**config.mk**
```make
export PLATFORM = sky130hd
export DESIGN_NAME = pattern_scan_ctrl
export DESIGN_NICKNAME = d
export VERILOG_FILES = /design/src/rtl/pattern_scan_ctrl.sv
export SDC_FILE = /design/constraint.sdc
export NUM_CORES = 1
export LEC_CHECK = 0
export ABC_AREA = 1
export BUFFER_PORTS_ARGS = -buffer_cell sky130_fd_sc_hd__buf_2
export CAP_MARGIN = 40
export CORE_MARGIN = 3
export CORE_UTILIZATION = 42
export DETAILED_ROUTE_END_ITERATION = 6
export PLACE_DENSITY_LB_ADDON = 0.2
export SETUP_SLACK_MARGIN = 0.15
export SYNTH_ARGS = -nofsm -noshare
export SYNTH_HDL_FRONTEND = slang
export SYNTH_SLANG_ARGS = --single-unit
```
**constraint.sdc**
```tcl
create_clock -name clk -period 4.9 [get_ports clk]
set_input_delay 0.98 -clock clk [delete_from_list [all_inputs] [get_ports clk]]
set_output_delay 0.98 -clock clk [all_outputs]
set_load 0.02 [all_outputs]
```
**src/rtl/pattern_scan_ctrl.sv**
```systemverilog
// rtl/pattern_scan_ctrl.sv - word-to-bit-serial pattern match sequencer (optional MATCH_CARRY_EN carries history across words)
module pattern_scan_ctrl #(
    parameter int WIDTH   = 16,
    parameter int PAT_LEN = 4
) (
    input  logic                         clk,
    input  logic                         reset_n,
    input  logic                         in_valid,
    output logic                         in_ready,
    input  logic [WIDTH-1:0]             in_data,
    input  logic [PAT_LEN-1:0]           cfg_pattern,
    output logic                         out_valid,
    input  logic                         out_ready,
    output logic                         out_hit,
    output logic [$clog2(WIDTH+1)-1:0]   out_count,
    output logic [$clog2(WIDTH+1)-1:0]   out_first,
    output logic                         busy
);

    localparam int CNT_W  = $clog2(WIDTH + 1);
    localparam int FILL_W = $clog2(PAT_LEN + 1);

    typedef enum logic [1:0] {
        S_IDLE  = 2'd0,
        S_SHIFT = 2'd1,
        S_DONE  = 2'd2
    } state_e;

    state_e              state_q, state_d;
    logic [WIDTH-1:0]    shreg_q, shreg_d;
    logic [PAT_LEN-1:0]  pat_q, pat_d;
    logic [PAT_LEN-1:0]  hist_q, hist_d;
    logic [FILL_W-1:0]   fill_q, fill_d;
    logic [CNT_W-1:0]    idx_q, idx_d;
    logic [CNT_W-1:0]    count_q, count_d;
    logic [CNT_W-1:0]    first_q, first_d;
    logic                hitflag_q, hitflag_d;
    logic                out_valid_q, out_valid_d;
    logic                out_hit_q, out_hit_d;
    logic [CNT_W-1:0]    out_count_q, out_count_d;
    logic [CNT_W-1:0]    out_first_q, out_first_d;

    // Datapath helpers for the bit being shifted this cycle
    logic                bit_in;
    logic [PAT_LEN-1:0]  hist_shift;
    logic [FILL_W-1:0]   fill_inc;
    logic                match;
    logic [CNT_W-1:0]    count_next;
    logic [CNT_W-1:0]    first_next;
    logic                hit_next;

    // Next history/fill and match decision for the current shift step
    always_comb begin
        bit_in     = shreg_q[WIDTH-1];
        hist_shift = {hist_q[PAT_LEN-2:0], bit_in};
        if (fill_q == FILL_W'(PAT_LEN)) begin
            fill_inc = fill_q;
        end else begin
            fill_inc = fill_q + FILL_W'(1);
        end
        match      = (hist_shift == pat_q) && (fill_inc == FILL_W'(PAT_LEN));
        count_next = count_q + {{(CNT_W-1){1'b0}}, match};
        first_next = first_q;
        hit_next   = hitflag_q;
        if (match && !hitflag_q) begin
            first_next = idx_q;
            hit_next   = 1'b1;
        end
    end

    // FSM next-state and register next values
    always_comb begin
        state_d     = state_q;
        shreg_d     = shreg_q;
        pat_d       = pat_q;
        hist_d      = hist_q;
        fill_d      = fill_q;
        idx_d       = idx_q;
        count_d     = count_q;
        first_d     = first_q;
        hitflag_d   = hitflag_q;
        out_valid_d = out_valid_q;
        out_hit_d   = out_hit_q;
        out_count_d = out_count_q;
        out_first_d = out_first_q;

        case (state_q)
            S_IDLE: begin
                if (in_valid) begin
                    shreg_d   = in_data;
                    pat_d     = cfg_pattern;
                    idx_d     = '0;
                    count_d   = '0;
                    first_d   = '0;
                    hitflag_d = 1'b0;
`ifdef MATCH_CARRY_EN
                    // history survives acceptance so matches may span words
`else
                    hist_d    = '0;
                    fill_d    = '0;
`endif
                    state_d   = S_SHIFT;
                end
            end
            S_SHIFT: begin
                shreg_d   = shreg_q << 1;
                hist_d    = hist_shift;
                fill_d    = fill_inc;
                count_d   = count_next;
                first_d   = first_next;
                hitflag_d = hit_next;
                if (idx_q == CNT_W'(WIDTH - 1)) begin
                    out_valid_d = 1'b1;
                    out_hit_d   = hit_next;
                    out_count_d = count_next;
                    out_first_d = first_next;
                    state_d     = S_DONE;
                end else begin
                    idx_d = idx_q + CNT_W'(1);
                end
            end
            S_DONE: begin
                if (out_ready) begin
                    out_valid_d = 1'b0;
                    state_d     = S_IDLE;
                end
            end
            default: begin
                out_valid_d = 1'b0;
                state_d     = S_IDLE;
            end
        endcase
    end

    // State and datapath registers, asynchronously cleared
    always_ff @(posedge clk or negedge reset_n) begin
        if (!reset_n) begin
            state_q     <= S_IDLE;
            shreg_q     <= '0;
            pat_q       <= '0;
            hist_q      <= '0;
            fill_q      <= '0;
            idx_q       <= '0;
            count_q     <= '0;
            first_q     <= '0;
            hitflag_q   <= 1'b0;
            out_valid_q <= 1'b0;
            out_hit_q   <= 1'b0;
            out_count_q <= '0;
            out_first_q <= '0;
        end else begin
            state_q     <= state_d;
            shreg_q     <= shreg_d;
            pat_q       <= pat_d;
            hist_q      <= hist_d;
            fill_q      <= fill_d;
            idx_q       <= idx_d;
            count_q     <= count_d;
            first_q     <= first_d;
            hitflag_q   <= hitflag_d;
            out_valid_q <= out_valid_d;
            out_hit_q   <= out_hit_d;
            out_count_q <= out_count_d;
            out_first_q <= out_first_d;
        end
    end

    assign in_ready  = (state_q == S_IDLE);
    assign busy      = (state_q != S_IDLE);
    assign out_valid = out_valid_q;
    assign out_hit   = out_hit_q;
    assign out_count = out_count_q;
    assign out_first = out_first_q;

endmodule

```
Word-level counts from Yosys, hierarchy flattened

Index checks and enable logic that the tools add are counted.

Bits in registers: 56
Input bits: 24
Output and inout bits: 14
Logic and storage cells: 62

Add/sub/neg operators: 3
Equal/unequal tests: 10
Multiplexer cells: 23
Bitwise logic cells: 1
Reduce and logical (&&, ||, !) cells: 12

Operators with widths:

| kind                  | count |
|---|---|
| $pmux W16 S2          | 1 |
| $pmux W5 S2           | 3 |
| $mux W16              | 1 |
| $mux W5               | 3 |
| $pmux W3 S2           | 2 |
| $mux W3               | 3 |
| $reduce_and A3 Y1     | 3 |
| $ne A2 B2 Y1 const B  | 4 |
| $eq A3 B3 Y1 const B  | 2 |
| $mux W2               | 3 |
| $pmux W2 S3           | 1 |
| $reduce_and A2 Y1     | 3 |
| $add A5 B1 Y5         | 1 |
| $add A5 B1 Y5 const B | 1 |
| $eq A5 B4 Y1 const B  | 1 |
| $eq A4 B4 Y1          | 1 |
| $mux W1               | 4 |
| $reduce_bool A2 Y1    | 2 |
| $add A3 B1 Y3 const B | 1 |
| $pmux W1 S3           | 1 |
| $eq A2 B1 Y1 const B  | 1 |
| $eq A2 B2 Y1 const B  | 1 |
| $logic_and A1 B1 Y1   | 2 |
| $logic_not A2 Y1      | 1 |
| other kinds (3)       | 3 |

Logic depth before layout (Yosys ltp)

Gate-level depths: netlist (run 1).

Word-level depth: 7
Mapped depth: 14

Least setup slack after synthesis (run 1)

OpenSTA, ideal clock, no wires.

Path type: reg-to-reg
Start: register fill_q[0]
End: register count_q[2]
Arrival: 1.849 ns
Slack: 2.930 ns
Cell stages (with the launch flop): 13
Buffers on the path: 0
Period minus slack after synthesis: 1.970 ns
Cells stage by stage: dfrtp_1 -> inv_1 -> ha_1 -> nand2_1 -> nand2_1 -> nor2_1 -> nor2_4 -> nand2_1 -> inv_1 -> ha_1 -> ha_1 -> xor2_1 -> a22o_1

Cells in the longest elaborated chain, start to end: 6
Elaborated cells on any way between the ends: 7

RTL lines:

| item                                          | line   | source |
|---|---|---|
| from (decl)                                   | 33     | `logic [FILL_W-1:0] fill_q, fill_d;` |
| from (signal assigned)                        | 156    | `fill_q <= fill_d;` |
| $add A3 B1 Y3 or $eq A3 B3 Y1 (tied branches) | 59, 56 |  |
| $mux W3 (*)                                   | 56     | `if (fill_q == FILL_W'(PAT_LEN)) begin` |
| $eq A3 B3 Y1 (*)                              | 61     | `match = (hist_shift == pat_q) && (fill_inc == FILL_W'(PAT_LEN));` |
| $logic_and A1 B1 Y1 (*)                       | 61     |  |
| $add A5 B1 Y5 (*)                             | 62     | `count_next = count_q + {{(CNT_W-1){1'b0}}, match};` |
| $pmux W5 S2 (*)                               | 87     | `case (state_q)` |
| to (signal assigned)                          | 158    | `count_q <= count_d;` |
| to (decl)                                     | 35     | `logic [CNT_W-1:0] count_q, count_d;` |

Mark *: on every way between the ends. The rest lies on a longest branch, timed or not.
A chain may end at the register's enable or synchronous reset.

Worst setup path in the final report (run 1)

Start: register fill_q[0]
End: register count_q[4]

The elaborated chain is that of the path after synthesis.

==> report_table.html, run 1 <==
<table>
<tr><th>Metric</th><th>Value</th></tr>
<tr><th colspan="2">Worst setup path</th></tr>
<tr><td>Crit start category</td><td>flop</td></tr>
<tr><td>CP arrival</td><td>between 2 and 2.5 ns</td></tr>
<tr><td>Count of cells along the worst register-to-register path</td><td>13</td></tr>
<tr><td>CP Class</td><td>reg2reg</td></tr>
<tr><td>Crit Path Max Fanout</td><td>7</td></tr>
<tr><td>Largest incremental delay on the critical path</td><td>between 0.3 and 0.4 ns</td></tr>
<tr><td>Data required time at the worst endpoint</td><td>5.09 ns</td></tr>
<tr><td>Setup crit end kind</td><td>flop</td></tr>
<tr><td>Worst setup path startpoint</td><td>fill_q[0]$_DFFE_PN0P_</td></tr>
<tr><td>Slowest cell on the critical path</td><td>sky130_fd_sc_hd__dfrtp_1</td></tr>
<tr><td>Ordered list of cells on the worst path</td><td>inv_1, ha_1, inv_1, nand3_1, nor2_4, nand2_1, inv_1, ha_1, ha_1, nand3_1, xor2_1, inv_1, o22ai_1</td></tr>
<tr><td>R2R Path Start</td><td>fill_q[0]$_DFFE_PN0P_</td></tr>
<tr><td>Dominant cell type by count on the critical path</td><td>sky130_fd_sc_hd__inv_1</td></tr>
<tr><th colspan="2">Global routing</th></tr>
<tr><td>Largest net degree at the start of global routing</td><td>between 50 and 60</td></tr>
<tr><td>Wire length of the first global-routing pass</td><td>9380 um</td></tr>
<tr><td>Overflow left after global routing</td><td>0</td></tr>
<tr><td>Number of antenna violations at the first check in global routing</td><td>0</td></tr>
<tr><td>Vias in the first global route</td><td>around 2000</td></tr>
<tr><td>All-layer global routing usage</td><td>0.159</td></tr>
<tr><th colspan="2">Pwr</th></tr>
<tr><td>Portion of total power attributed to the clock network</td><td>0.144</td></tr>
<tr><td>Net switching power</td><td>roughly 740 uW</td></tr>
<tr><td>Share of total power in combinational logic</td><td>0.437</td></tr>
<tr><td>Switch share</td><td>0.419</td></tr>
<tr><td>IR Drop Worst-Case VDD</td><td>roughly 250 uV</td></tr>
<tr><td>Internal power component</td><td>between 1000 and 1500 uW</td></tr>
<tr><td>Power density cells</td><td>582 nW/um^2</td></tr>
<tr><td>Register share of total power</td><td>0.419</td></tr>
<tr><td>Leakage Power</td><td>0.00155 uW</td></tr>
<tr><th colspan="2">Clocking</th></tr>
<tr><td>Post-CTS repair timing setup buffer count</td><td>0</td></tr>
<tr><td>Skew-Pair Late Insertion Delay</td><td>a little over 0.3 ns</td></tr>
<tr><td>Clk buf depth</td><td>2</td></tr>
<tr><td>CTS sink cnt</td><td>56</td></tr>
<tr><td>Clock tree from TritonCTS</td><td>yes</td></tr>
<tr><td>Clock root buffer master</td><td>sky130_fd_sc_hd__clkbuf_8</td></tr>
<tr><td>Cts hold-fix bufs</td><td>0</td></tr>
<tr><td>Number of resized instances in the post-cts repair step</td><td>0</td></tr>
<tr><td>CTS HTree Levels</td><td>2</td></tr>
<tr><td>Inserted Clock Buffers</td><td>5</td></tr>
<tr><td>Clock transition at the registers of the reported paths</td><td>~0.10 ns</td></tr>
<tr><th colspan="2">Yosys</th></tr>
<tr><td>Yosys reg bits</td><td>56</td></tr>
<tr><td>Area share of the leading cell type in the synthesized netlist</td><td>0.514</td></tr>
<tr><td>Warning count from the yosys run</td><td>0</td></tr>
<tr><td>Post-Synthesis Mean Instance Area</td><td>9.54 sq um</td></tr>
<tr><td>Count of cell types in the netlist</td><td>31</td></tr>
<tr><td>Post-synthesis cell area</td><td>about 2700 sq um</td></tr>
<tr><td>Dominant cells by area after synthesis</td><td>sky130_fd_sc_hd__dfrtp_1 (51%), sky130_fd_sc_hd__nand2_1 (9.2%), sky130_fd_sc_hd__a221oi_2 (6.1%)</td></tr>
<tr><td>Sequential-to-total area share from yosys stat</td><td>0.514</td></tr>
<tr><td>Post-Syn Nets</td><td>between 300 and 400</td></tr>
<tr><td>Cell count after synthesis</td><td>286</td></tr>
<tr><td>Synth area leader</td><td>sky130_fd_sc_hd__dfrtp_1</td></tr>
<tr><th colspan="2">Drt</th></tr>
<tr><td>Routed Wire Length</td><td>approximately 5200 um</td></tr>
<tr><td>Number of iterations in the first detailed-routing pass</td><td>4</td></tr>
<tr><td>ANT nets after route</td><td>0</td></tr>
<tr><td>Final routed DRC violation total</td><td>0</td></tr>
<tr><td>Routed wire length per instance</td><td>around 13 um</td></tr>
<tr><td>First DRT Iteration DRCs</td><td>114</td></tr>
<tr><td>Total number of vias</td><td>1935</td></tr>
<tr><td>Ratio of routed vias to standard cells</td><td>4.87</td></tr>
<tr><th colspan="2">Layout</th></tr>
<tr><td>Commonest cells after routing, fill and taps aside</td><td>sky130_fd_sc_hd__nand2_1 (67), sky130_fd_sc_hd__dfrtp_1 (56), sky130_fd_sc_hd__inv_1 (41)</td></tr>
<tr><td>Final net count</td><td>between 300 and 400</td></tr>
<tr><td>Final non-filler cell total</td><td>approximately 400</td></tr>
<tr><td>P&amp;R area growth vs syn</td><td>10.6%</td></tr>
<tr><td>Most common cell after layout, fill and taps aside</td><td>sky130_fd_sc_hd__nand2_1</td></tr>
<tr><td>Diode insertion count for antenna repair</td><td>0</td></tr>
<tr><td>Ratio of cells with drive above 1 in the final layout</td><td>0.233</td></tr>
<tr><th colspan="2">STA</th></tr>
<tr><td>Final Hold Vio Count</td><td>0</td></tr>
<tr><td>Final setup skew</td><td>roughly 0.006 ns</td></tr>
<tr><td>Post-route clock period utilization</td><td>0.442</td></tr>
<tr><td>Slew headroom</td><td>0.528</td></tr>
<tr><td>Setup violators final</td><td>0</td></tr>
<tr><td>Slew of the pin with the lowest slew margin</td><td>~0.71 ns</td></tr>
<tr><td>Minimum hold slack</td><td>about 0.48 ns</td></tr>
<tr><td>Shortest period the worst path allows</td><td>~2.2 ns</td></tr>
<tr><td>Max-slew violation count</td><td>0</td></tr>
<tr><td>Unrepaired setup endpoints after global routing</td><td>no</td></tr>
<tr><td>Peak clock frequency supported by timing</td><td>approximately 0.46 GHz</td></tr>
<tr><td>Setup TNS Final</td><td>0 ns</td></tr>
<tr><th colspan="2">Placed design</th></tr>
<tr><td>HPWL Detailed</td><td>between 3000 and 4000 um</td></tr>
<tr><td>Placed Cells</td><td>389</td></tr>
<tr><td>Number of port buffers</td><td>37</td></tr>
<tr><td>GPL Wtd Cong</td><td>0.749</td></tr>
<tr><th colspan="2">Die</th></tr>
<tr><td># IOs</td><td>38</td></tr>
<tr><td>Y dimension of the die</td><td>a little under 90 um</td></tr>
<tr><td>Core ar.</td><td>6100 sq um</td></tr>
<tr><td>Placement row count</td><td>28</td></tr>
<tr><td>Starting Density</td><td>0.447</td></tr>
<tr><td>Total die area</td><td>7500 sq um</td></tr>
<tr><td>Horizontal extent of the die</td><td>86.6 um</td></tr>
<tr><th colspan="2">Worst hold path</th></tr>
<tr><td>Worst hold path class</td><td>reg2reg</td></tr>
<tr><td>Hold_sp</td><td>out_first[3]$_DFFE_PN0P_</td></tr>
<tr><td>Number of cells on the worst hold path</td><td>2</td></tr>
<tr><th colspan="2">Job</th></tr>
<tr><td>Max-capacitance violation count</td><td>0</td></tr>
<tr><th colspan="2">Run status</th></tr>
<tr><td>Result of the run</td><td>complete, no violations</td></tr>
</table>
## metal layers
metal | global-route usage | share of wire
met1 | 0.223 | 0.48
met2 | 0.247 | 0.48
met3 | 0.0342 | 0.028
met4 | 0.0467 | 0.013
met5 | 0 | 0
## power groups by stage
stage	Sequential, uW	Clock, uW	Combinational [uW]
global placement	741	0	765
CTS	737	265	779
finish	736	253	768
global route	758	280	886
floorplan	776	0	601
detailed placement	746	0	778
## state kept, by name, summed over array words and instances, names as in the netlist
signal     count
fill_q         3
pat_q          4
out_count      5
shreg_q       16
first_q        5
idx_q          5
count_q        5
state_q        2
hist_q         3
hitflag_q      1
out_first      5
out_hit        1
out_valid      1
## cell usage after synthesis
master	count
sky130_fd_sc_hd__xnor2_1	3
sky130_fd_sc_hd__inv_4	1
sky130_fd_sc_hd__nand3_1	17
sky130_fd_sc_hd__xor2_1	3
sky130_fd_sc_hd__nor3_1	18
sky130_fd_sc_hd__buf_4	1
sky130_fd_sc_hd__nor2_8	2
sky130_fd_sc_hd__ha_1	6
sky130_fd_sc_hd__a22o_1	1
sky130_fd_sc_hd__nand2_2	1
sky130_fd_sc_hd__buf_2	4
sky130_fd_sc_hd__nand3_2	1
sky130_fd_sc_hd__a221oi_2	11
sky130_fd_sc_hd__nor2_4	2
sky130_fd_sc_hd__nor2_1	5
sky130_fd_sc_hd__inv_2	4
sky130_fd_sc_hd__o21ai_1	8
sky130_fd_sc_hd__o21ai_0	5
sky130_fd_sc_hd__or2_2	1
sky130_fd_sc_hd__nor2_2	1
sky130_fd_sc_hd__nand4_1	5
sky130_fd_sc_hd__nand2_1	67
sky130_fd_sc_hd__inv_6	1
sky130_fd_sc_hd__a221oi_1	4
sky130_fd_sc_hd__inv_1	41
sky130_fd_sc_hd__nand2_4	2
sky130_fd_sc_hd__o22ai_1	7
sky130_fd_sc_hd__o21ai_2	2
sky130_fd_sc_hd__dfrtp_1	56
sky130_fd_sc_hd__a21oi_1	1
sky130_fd_sc_hd__buf_6	5
## cell families (layout without fill, tap and decap cells)
kind of cell	Yosys count	in the layout	share of synthesized area
AO/OA/AOI/OAI	39	39	0.125
XOR/XNOR	6	6	0.0193
adder cells (fa/ha/maj)	6	6	0.0275
buffers and inverters	57	93	0.0982
flip-flops	56	56	0.514
AND/OR/NAND/NOR	122	122	0.217
## stage by stage
step	power (uW)	util	worst slack [ns]	area (sq um)
finish	1760	0.495	2.73	3020
global route	1920	0.495	2.46	3020
CTS	1780	0.495	2.73	3020
detailed placement	1520	0.481	2.68	2930
global placement	1510	0.481	2.71	2930
floorplan	1380	-	2.93	2730
## final timing paths
path / slack (ns) / end
worst max-delay path: 2.73 / count_q[4]$_DFFE_PN0P_
worst min-delay path: 0.48 / out_first[3]$_DFFE_PN0P_
worst max register to register: 2.73 / count_q[4]$_DFFE_PN0P_
worst min register to register: 0.48 / out_first[3]$_DFFE_PN0P_
max in group asynchronous: 3.65 / count_q[1]$_DFFE_PN0P_
min in group asynchronous: 0.79 / shreg_q[7]$_DFFE_PN0P_
## critical path: cells and delay by family (launching register included)
family	cells	cell delay, ns
AOI/OAI and AO/OA	1	0.06
xor gates and xnor gates	1	0.15
adders and majority gates	3	0.63
buffers and inverters	4	0.29
DFF	1	0.39
and+or+nand+nor	4	0.53
## final cells by class
| class | instances | area [sq um] |
|---|---|---|
| Fill cell | 594 | 3080 |
| Inverter | 47 | 184 |
| Timing Repair Buffer | 38 | 193 |
| Clock inverter | 3 | 18.8 |
| Tap cell | 75 | 93.8 |
| Sequential cell | 56 | 1400 |
| Clock buffer | 5 | 68.8 |
| Multi-Input combinational cell | 173 | 1060 |
No activity file was read; power rests on OpenSTA's default activity.
==> inputs of run 2 (changes only) <==
clock period = 2 ns   (was 4.9 ns; I/O delays follow)
==> run 2 against run 1 <==
Against the previous run:
- via count up 4.9%
- core utilization up 3.4 points
- worst setup slack worse by 2.6 ns
- largest power group unchanged
- global-route usage down 0.59 points
- clock skew up 0.0016 ns
- die area unchanged
- flip-flop and latch count unchanged
- count of clock-buffer cells in the layout up 1
- largest cell class unchanged
- non-clock buffer count up 12
==> report_table.html, run 2 (synthesized netlist as in run 1, its figures left out) <==
<table>
<tr><th>Metric</th><th>Value</th></tr>
<tr><th colspan="2">Worst setup path</th></tr>
<tr><td>Crit start category</td><td>flop</td></tr>
<tr><td>Data required time at the worst endpoint</td><td>2.20 ns (-2.89 ns)</td></tr>
<tr><td>Reg-to-reg slack, setup</td><td>0.17 ns (-2.56 ns)</td></tr>
<tr><td>CP arrival</td><td>2.02 ns (-0.34 ns)</td></tr>
<tr><td>R2R Path Start</td><td>fill_q[0]$_DFFE_PN0P_</td></tr>
<tr><td>Count of cells along the worst register-to-register path</td><td>14 (+1)</td></tr>
<tr><td>Setup crit end kind</td><td>flop</td></tr>
<tr><td>Crit Path Max Fanout</td><td>3 (-4)</td></tr>
<tr><td>FF-to-FF End</td><td>count_q[4]$_DFFE_PN0P_</td></tr>
<tr><td>CP Class</td><td>reg2reg</td></tr>
<tr><th colspan="2">Clocking</th></tr>
<tr><td>Skew-Pair Late Insertion Delay</td><td>0.31 ns (about the same)</td></tr>
<tr><td>Inserted Clock Buffers</td><td>5 (unchanged)</td></tr>
<tr><td>Clock tree from TritonCTS</td><td>yes</td></tr>
<tr><td>CTS sink cnt</td><td>56 (unchanged)</td></tr>
<tr><td>Clock root buffer master</td><td>sky130_fd_sc_hd__clkbuf_8</td></tr>
<tr><td>Clock transition at the registers of the reported paths</td><td>0.10 ns (about the same)</td></tr>
<tr><td>CTS HTree Levels</td><td>2 (unchanged)</td></tr>
<tr><td>Clk buf depth</td><td>2 (unchanged)</td></tr>
<tr><th colspan="2">Drt</th></tr>
<tr><td>Amount of wire on met2 after detailed routing</td><td>2530 um (+1.8%)</td></tr>
<tr><td>Routed Wire Length</td><td>5350 um (+2.3%)</td></tr>
<tr><td>Post-Route M1 WL</td><td>2590 um (+2.7%)</td></tr>
<tr><td>Met3 wirelength from detailed routing</td><td>166 um (+12%)</td></tr>
<tr><td>ANT nets after route</td><td>0 (unchanged)</td></tr>
<tr><td>Total number of vias</td><td>2030 (+4.9%)</td></tr>
<tr><td>Final routed DRC violation total</td><td>0 (unchanged)</td></tr>
<tr><td>Highest metal layer with signal wires</td><td>met4</td></tr>
<tr><td>Number of iterations in the first detailed-routing pass</td><td>4 (unchanged)</td></tr>
<tr><td>First DRT Iteration DRCs</td><td>77 (-32%)</td></tr>
<tr><td>Routed wire length per instance</td><td>13.1 um (-0.69%)</td></tr>
<tr><td>Ratio of routed vias to standard cells</td><td>4.96 (+1.8%)</td></tr>
<tr><th colspan="2">Global routing</th></tr>
<tr><td>Vias in the first global route</td><td>1970 (+0.20%)</td></tr>
<tr><td>Number of antenna violations at the first check in global routing</td><td>0 (unchanged)</td></tr>
<tr><td>Overflow left after global routing</td><td>0 (unchanged)</td></tr>
<tr><td>Largest net degree at the start of global routing</td><td>57 (unchanged)</td></tr>
<tr><td>All-layer global routing usage</td><td>0.153 (-0.00593)</td></tr>
<tr><td>Wire length of the first global-routing pass</td><td>9110 um (-2.9%)</td></tr>
<tr><th colspan="2">Run status</th></tr>
<tr><td>Result of the run</td><td>complete, no violations</td></tr>
<tr><th colspan="2">Layout</th></tr>
<tr><td>Diode insertion count for antenna repair</td><td>0 (unchanged)</td></tr>
<tr><td>Flip-flop count of the largest register, all copies and words added</td><td>16 (unchanged)</td></tr>
<tr><td>Final net count</td><td>363 (+3.4%)</td></tr>
<tr><td>Commonest cells after routing, fill and taps aside</td><td>sky130_fd_sc_hd__nand2_1 (63), sky130_fd_sc_hd__dfrtp_1 (56), sky130_fd_sc_hd__inv_1 (37), sky130_fd_sc_hd__buf_2 (37), sky130_fd_sc_hd__nor3_1 (18)</td></tr>
<tr><td>Most common cell after layout, fill and taps aside</td><td>sky130_fd_sc_hd__nand2_1</td></tr>
<tr><td>Biggest register</td><td>shreg_q</td></tr>
<tr><td>P&amp;R area growth vs syn</td><td>18.3%</td></tr>
<tr><td>Ratio of cells with drive above 1 in the final layout</td><td>0.305 (+0.0725)</td></tr>
<tr><th colspan="2">Placed design</th></tr>
<tr><td>HPWL Detailed</td><td>3660 um (+0.68%)</td></tr>
<tr><td>Worst slack, placed</td><td>0.0987 ns (-2.58 ns)</td></tr>
<tr><td>Number of port buffers</td><td>37 (unchanged)</td></tr>
<tr><td>GPL Wtd Cong</td><td>0.756 (+0.91%)</td></tr>
<tr><th colspan="2">STA</th></tr>
<tr><td>Slew of the pin with the lowest slew margin</td><td>0.351 ns (-0.357 ns)</td></tr>
<tr><td>Unrepaired setup endpoints after global routing</td><td>yes</td></tr>
<tr><td>Slew headroom</td><td>0.766 (+0.238)</td></tr>
<tr><td>Setup violators final</td><td>0 (unchanged)</td></tr>
<tr><td>Shortest period the worst path allows</td><td>1.83 ns (-0.337 ns)</td></tr>
<tr><td>Final setup skew</td><td>0.00772 ns (+0.00165 ns)</td></tr>
<tr><td>Max-slew violation count</td><td>0 (unchanged)</td></tr>
<tr><td>Peak clock frequency supported by timing</td><td>0.547 GHz (+18%)</td></tr>
<tr><td>Setup TNS Final</td><td>0 ns (unchanged)</td></tr>
<tr><td>Crit path setup slack, layout</td><td>0.171 ns (-2.56 ns)</td></tr>
<tr><td>Post-route clock period utilization</td><td>0.915 (+0.473)</td></tr>
<tr><td>Final Hold Vio Count</td><td>0 (unchanged)</td></tr>
<tr><th colspan="2">Die</th></tr>
<tr><td># IOs</td><td>38 (unchanged)</td></tr>
<tr><td>Core ar.</td><td>6100 sq um (unchanged)</td></tr>
<tr><td>Starting Density</td><td>0.447 (unchanged)</td></tr>
<tr><td>Placement row count</td><td>28 (unchanged)</td></tr>
<tr><td>Horizontal extent of the die</td><td>86.6 um (unchanged)</td></tr>
<tr><td>Total die area</td><td>7500 sq um (unchanged)</td></tr>
<tr><td>Y dimension of the die</td><td>86.6 um (unchanged)</td></tr>
<tr><th colspan="2">Pwr</th></tr>
<tr><td>IR Drop Worst-Case VDD</td><td>685 uV (+170%)</td></tr>
<tr><td>Power density cells</td><td>1470 nW/um^2 (+150%)</td></tr>
<tr><td>Leakage Power</td><td>0.00163 uW (+4.9%)</td></tr>
<tr><th colspan="2">Job</th></tr>
<tr><td>Max-capacitance violation count</td><td>0 (unchanged)</td></tr>
<tr><th colspan="2">Worst hold path</th></tr>
<tr><td>Worst hold path class</td><td>in2async</td></tr>
</table>
[run 2: worst max-delay path, cell delays in order, from the launching register on]
cell	delay (ns)
sky130_fd_sc_hd__dfrtp_1	0.42
sky130_fd_sc_hd__inv_2	0.08
sky130_fd_sc_hd__ha_4	0.14
sky130_fd_sc_hd__nand2_4	0.05
sky130_fd_sc_hd__nand2_2	0.08
sky130_fd_sc_hd__nand3_2	0.08
sky130_fd_sc_hd__nor2_4	0.10
sky130_fd_sc_hd__nand2_2	0.07
sky130_fd_sc_hd__inv_2	0.07
sky130_fd_sc_hd__ha_4	0.14
sky130_fd_sc_hd__ha_4	0.14
sky130_fd_sc_hd__nand3_2	0.08
sky130_fd_sc_hd__xor2_1	0.15
sky130_fd_sc_hd__inv_1	0.07
sky130_fd_sc_hd__o22ai_1	0.06
[run 2: final cells by class]
cell class / instances / area, sq um
Clock buffer: 6 / 72.6
Clock inverter: 2 / 35.0
Fill cell: 586 / 2870
Inverter: 47 / 184
Multi-Input combinational cell: 173 / 1130
Sequential cell: 56 / 1400
Tap cell: 75 / 93.8
Timing Repair Buffer: 50 / 308
[run 2: worst max-delay path by stage]
| stage | start | to | slack [ns] | depth (start not counted) |
|---|---|---|---|---|
| 2_1_floorplan | fill_q[0]$_DFFE_PN0P_ | count_q[4]$_DFFE_PN0P_ | 0.15 | 14 |
| 3_3_place_gp | fill_q[0]$_DFFE_PN0P_ | count_q[2]$_DFFE_PN0P_ | 0.15 | 11 |
| 3_5_place_dp | fill_q[0]$_DFFE_PN0P_ | out_count[4]$_DFFE_PN0P_ | 0.1 | 14 |
| 4_1_cts | fill_q[1]$_DFFE_PN0P_ | count_q[4]$_DFFE_PN0P_ | 0.13 | 14 |
| 5_1_grt | fill_q[0]$_DFFE_PN0P_ | count_q[4]$_DFFE_PN0P_ | 0.002 | 14 |
| 6_report | fill_q[0]$_DFFE_PN0P_ | count_q[4]$_DFFE_PN0P_ | 0.17 | 14 |
[run 2: metal layers]
metal | global-route usage | vias to the layer above
li1 | - | 1031
met1 | 0.209 | 969
met2 | 0.244 | 24
met3 | 0.0333 | 6
met4 | 0.0439 | 0
met5 | 0 | -
[run 2: per-stage QoR]
stage | power [uW] | util | cell area, sq um | instances | hold slack [ns]
after floorplan | 3430 | - | 2770 | 286 | 0.104
after global placement | 3840 | 0.498 | 3040 | 394 | 0.424
after detailed placement | 3890 | 0.498 | 3040 | 394 | 0.424
after CTS | 4760 | 0.526 | 3210 | 407 | 0.0819
after global routing | 5130 | 0.530 | 3230 | 409 | 0.0819
final | 4750 | 0.530 | 3230 | 409 | 0.0649
[run 2: where the power goes]
| group | total [uW] | switching, uW | internal [uW] |
|---|---|---|---|
| registers | 1810 | 239 | 1580 |
| clock network | 742 | 369 | 373 |
| logic | 2200 | 1300 | 892 |
[run 2: repair_timing]
| action | CTS | global route |
|---|---|---|
| resized for setup | 9 | 2 |
| endpoints found under the setup margin | 3 | 7 |
| buffers inserted | 5 | 2 |
| hold buffers | 0 | 0 |
| pin swaps | 4 | 5 |
==> inputs of run 3 (changes only) <==
clock period = 2.2 ns   (was 2 ns; I/O delays follow)
==> run 3 against run 2 <==
Against the previous run:
- clock skew grew 0.0024 ns
- flip-flop and latch count did not move
- hold slack better by 0.026 ns
- sequential power down 9%
- critical path depth fell by 2
==> report_table.html, run 3 (synthesized netlist as in run 1, its figures left out) <==
<table>
<tr><th>Metric</th><th>Value</th></tr>
<tr><th colspan="2">Die</th></tr>
<tr><td>Starting Density</td><td>0.447 (unchanged)</td></tr>
<tr><td>Horizontal extent of the die</td><td>86.6 um (unchanged)</td></tr>
<tr><td># IOs</td><td>38 (unchanged)</td></tr>
<tr><td>Total die area</td><td>7500 sq um (unchanged)</td></tr>
<tr><td>Y dimension of the die</td><td>86.6 um (unchanged)</td></tr>
<tr><td>Placement row count</td><td>28 (unchanged)</td></tr>
<tr><td>Core ar.</td><td>6100 sq um (unchanged)</td></tr>
<tr><th colspan="2">Drt</th></tr>
<tr><td>Routed Wire Length</td><td>5380 um (+0.56%)</td></tr>
<tr><td>First DRT Iteration DRCs</td><td>137 (+78%)</td></tr>
<tr><td>Ratio of routed vias to standard cells</td><td>5.10 (+2.8%)</td></tr>
<tr><td>ANT nets after route</td><td>0 (unchanged)</td></tr>
<tr><td>Final routed DRC violation total</td><td>0 (unchanged)</td></tr>
<tr><td>Total number of vias</td><td>2061 (+1.5%)</td></tr>
<tr><td>Number of iterations in the first detailed-routing pass</td><td>4 (unchanged)</td></tr>
<tr><td>Routed wire length per instance</td><td>13.3 um (+1.8%)</td></tr>
<tr><th colspan="2">Layout</th></tr>
<tr><td>Commonest cells after routing, fill and taps aside</td><td>sky130_fd_sc_hd__nand2_1 (62), sky130_fd_sc_hd__dfrtp_1 (56), sky130_fd_sc_hd__inv_1 (38)</td></tr>
<tr><td>Ratio of cells with drive above 1 in the final layout</td><td>0.295 (-0.0106)</td></tr>
<tr><td>Flip-flop count of the largest register, all copies and words added</td><td>16 (unchanged)</td></tr>
<tr><td>P&amp;R area growth vs syn</td><td>15.9%</td></tr>
<tr><td>Biggest register</td><td>shreg_q</td></tr>
<tr><td>Most common cell after layout, fill and taps aside</td><td>sky130_fd_sc_hd__nand2_1</td></tr>
<tr><td>Layout filler cell count</td><td>595 (+1.5%)</td></tr>
<tr><td>Final non-filler cell total</td><td>404 (-1.2%)</td></tr>
<tr><td>Final net count</td><td>358 (-1.4%)</td></tr>
<tr><td>Diode insertion count for antenna repair</td><td>0 (unchanged)</td></tr>
<tr><th colspan="2">Placed design</th></tr>
<tr><td>HPWL Detailed</td><td>3680 um (+0.68%)</td></tr>
<tr><td>Placed Cells</td><td>393 (-0.25%)</td></tr>
<tr><td>Number of port buffers</td><td>37 (unchanged)</td></tr>
<tr><td>GPL Wtd Cong</td><td>0.720 (-4.8%)</td></tr>
<tr><th colspan="2">STA</th></tr>
<tr><td>Slew headroom</td><td>0.656 (-0.110)</td></tr>
<tr><td>Post-route clock period utilization</td><td>0.895 (-0.0193)</td></tr>
<tr><td>Peak clock frequency supported by timing</td><td>0.508 GHz (-7.1%)</td></tr>
<tr><td>Final Hold Vio Count</td><td>0 (unchanged)</td></tr>
<tr><td>Setup violators final</td><td>0 (unchanged)</td></tr>
<tr><td>Setup TNS Final</td><td>0 ns (unchanged)</td></tr>
<tr><td>Slew of the pin with the lowest slew margin</td><td>0.516 ns (+0.165 ns)</td></tr>
<tr><td>Final setup skew</td><td>0.0101 ns (+0.00241 ns)</td></tr>
<tr><td>Shortest period the worst path allows</td><td>1.97 ns (+0.141 ns)</td></tr>
<tr><td>Max-slew violation count</td><td>0 (unchanged)</td></tr>
<tr><td>Unrepaired setup endpoints after global routing</td><td>no</td></tr>
<tr><th colspan="2">Global routing</th></tr>
<tr><td>Overflow left after global routing</td><td>0 (unchanged)</td></tr>
<tr><td>Vias in the first global route</td><td>2021 (+2.6%)</td></tr>
<tr><td>Number of antenna violations at the first check in global routing</td><td>0 (unchanged)</td></tr>
<tr><td>All-layer global routing usage</td><td>0.154 (+0.00130)</td></tr>
<tr><td>Met1 layer usage reported by global route</td><td>0.208 (-0.00145)</td></tr>
<tr><td>Gr busiest metal</td><td>met2</td></tr>
<tr><td>Met2 demand-to-capacity share in global routing</td><td>0.256 (+0.0118)</td></tr>
<tr><td>Largest net degree at the start of global routing</td><td>36 (-37%)</td></tr>
<tr><td>Met3 global-route usage</td><td>0.0266 (-0.00665)</td></tr>
<tr><td>Wire length of the first global-routing pass</td><td>9200 um (+1.1%)</td></tr>
<tr><th colspan="2">Worst setup path</th></tr>
<tr><td>Setup crit end kind</td><td>flop</td></tr>
<tr><td>FF-to-FF End</td><td>count_q[2]$_DFFE_PN0P_</td></tr>
<tr><td>Largest incremental delay on the critical path</td><td>0.41 ns (about the same)</td></tr>
<tr><td>Count of cells along the worst register-to-register path</td><td>12 (-2)</td></tr>
<tr><td>R2R Path Start</td><td>fill_q[0]$_DFFE_PN0P_</td></tr>
<tr><td>Worst setup path endpoint</td><td>count_q[2]$_DFFE_PN0P_</td></tr>
<tr><td>Worst setup path startpoint</td><td>fill_q[0]$_DFFE_PN0P_</td></tr>
<tr><td>Reg-to-reg slack, setup</td><td>0.23 ns (+0.06 ns)</td></tr>
<tr><td>Slowest cell on the critical path</td><td>sky130_fd_sc_hd__dfrtp_1</td></tr>
<tr><td>Crit start category</td><td>flop</td></tr>
<tr><td>Crit Path Max Fanout</td><td>2 (-1)</td></tr>
<tr><td>CP arrival</td><td>2.18 ns (+0.16 ns)</td></tr>
<tr><td>Dominant cell type by count on the critical path</td><td>sky130_fd_sc_hd__nand2_2</td></tr>
<tr><td>Data required time at the worst endpoint</td><td>2.41 ns (+0.21 ns)</td></tr>
<tr><td>CP Class</td><td>reg2reg</td></tr>
<tr><td>Ordered list of cells on the worst path</td><td>buf_6, ha_2, nand2_2, nand2_2, nor2_4, nor2_4, nand2_2, inv_2, ha_4, ha_4, xor2_1, a22o_1</td></tr>
<tr><th colspan="2">Clocking</th></tr>
<tr><td>Clock transition at the registers of the reported paths</td><td>0.11 ns (about the same)</td></tr>
<tr><td>Clock root buffer master</td><td>sky130_fd_sc_hd__clkbuf_8</td></tr>
<tr><td>Clk buf depth</td><td>2 (unchanged)</td></tr>
<tr><td>CTS HTree Levels</td><td>2 (unchanged)</td></tr>
<tr><td>Cts hold-fix bufs</td><td>0 (unchanged)</td></tr>
<tr><td>Skew-Pair Late Insertion Delay</td><td>0.31 ns (about the same)</td></tr>
<tr><td>Clock tree from TritonCTS</td><td>yes</td></tr>
<tr><td>Inserted Clock Buffers</td><td>5 (unchanged)</td></tr>
<tr><td>CTS sink cnt</td><td>56 (unchanged)</td></tr>
<tr><th colspan="2">Run status</th></tr>
<tr><td>Result of the run</td><td>complete, no violations</td></tr>
<tr><th colspan="2">Job</th></tr>
<tr><td>Max-capacitance violation count</td><td>0 (unchanged)</td></tr>
<tr><th colspan="2">Pwr</th></tr>
<tr><td>Leakage Power</td><td>0.00158 uW (-3.0%)</td></tr>
<tr><td>Power density cells</td><td>1310 nW/um^2 (-11%)</td></tr>
<tr><td>Total design power</td><td>4130 uW (-13%)</td></tr>
<tr><td>IR Drop Worst-Case VDD</td><td>662 uV (-3.4%)</td></tr>
<tr><th colspan="2">Worst hold path</th></tr>
<tr><td>Worst hold path class</td><td>in2async</td></tr>
</table>
## run 3: changes by cell type in the layout (fill, tap and decap cells not counted), sizes merged
cell      before  now
buf           50   45
bufinv         1    0
clkinvlp       0    1
## run 3: report_power, final
part	internal (uW)	switching [uW]	total, uW
combinational	738	1180	1920
sequential	1430	212	1640
clock	228	342	570
total	2400	1730	4130
## run 3: worst min-delay path by stage
stage                  from                     end  slack (ns)  depth (start not counted)
floorplan           reset_n  count_q[0]$_DFFE_PN0P_        0.14                          0
global placement    reset_n  shreg_q[6]$_DFFE_PN0P_        0.45                          1
detailed placement  reset_n  shreg_q[6]$_DFFE_PN0P_        0.45                          1
CTS                 reset_n    pat_q[2]$_DFFE_PN0P_        0.10                          1
global route        reset_n    pat_q[2]$_DFFE_PN0P_        0.12                          1
finish              reset_n    pat_q[2]$_DFFE_PN0P_        0.09                          1
## run 3: area by class of cell
type / count / area (sq um) / area share
inverters: 47 / 184 / 0.0582
multi-input cells: 173 / 1130 / 0.358
well taps: 75 / 93.8 / 0.0297
clock inverters: 2 / 16.3 / 0.00515
repair buffers: 45 / 262 / 0.0827
clock buffers: 6 / 72.6 / 0.0230
flip-flops and latches: 56 / 1400 / 0.443
## run 3: stage by stage
stage / utilization / setup slack [ns] / cell area (sq um) / hold slack (ns)
finish: 0.518 / 0.230 / 3160 / 0.0910
global route: 0.518 / 0.135 / 3160 / 0.122
CTS: 0.504 / 0.170 / 3070 / 0.102
detailed placement: 0.488 / 0.125 / 2970 / 0.450
global placement: 0.488 / 0.203 / 2970 / 0.454
floorplan: - / 0.230 / 2730 / 0.144
## run 3: what timing repair did
item                       in CTS  in global routing
pin swaps                       0                  5
resized for setup               2                 19
setup endpoints to repair       3                  8
buffers inserted                1                  2
## run 3: worst max-delay path, delay by kind of cell, from the launching register on
kind / cells / cell delay [ns]
and+or+nand+nor: 5 / 0.39
xor gates and xnor gates: 1 / 0.15
buffers and inverters: 2 / 0.18
AOI/OAI and AO/OA: 1 / 0.24
adders and majority gates: 3 / 0.51
DFF: 1 / 0.41
## run 3: metal layers
metal | up-vias | wire length, um
met2 | 22 | 2690
met1 | 1007 | 2470
met3 | 7 | 147
met5 | - | 0
li1 | 1025 | -
met4 | 0 | 64
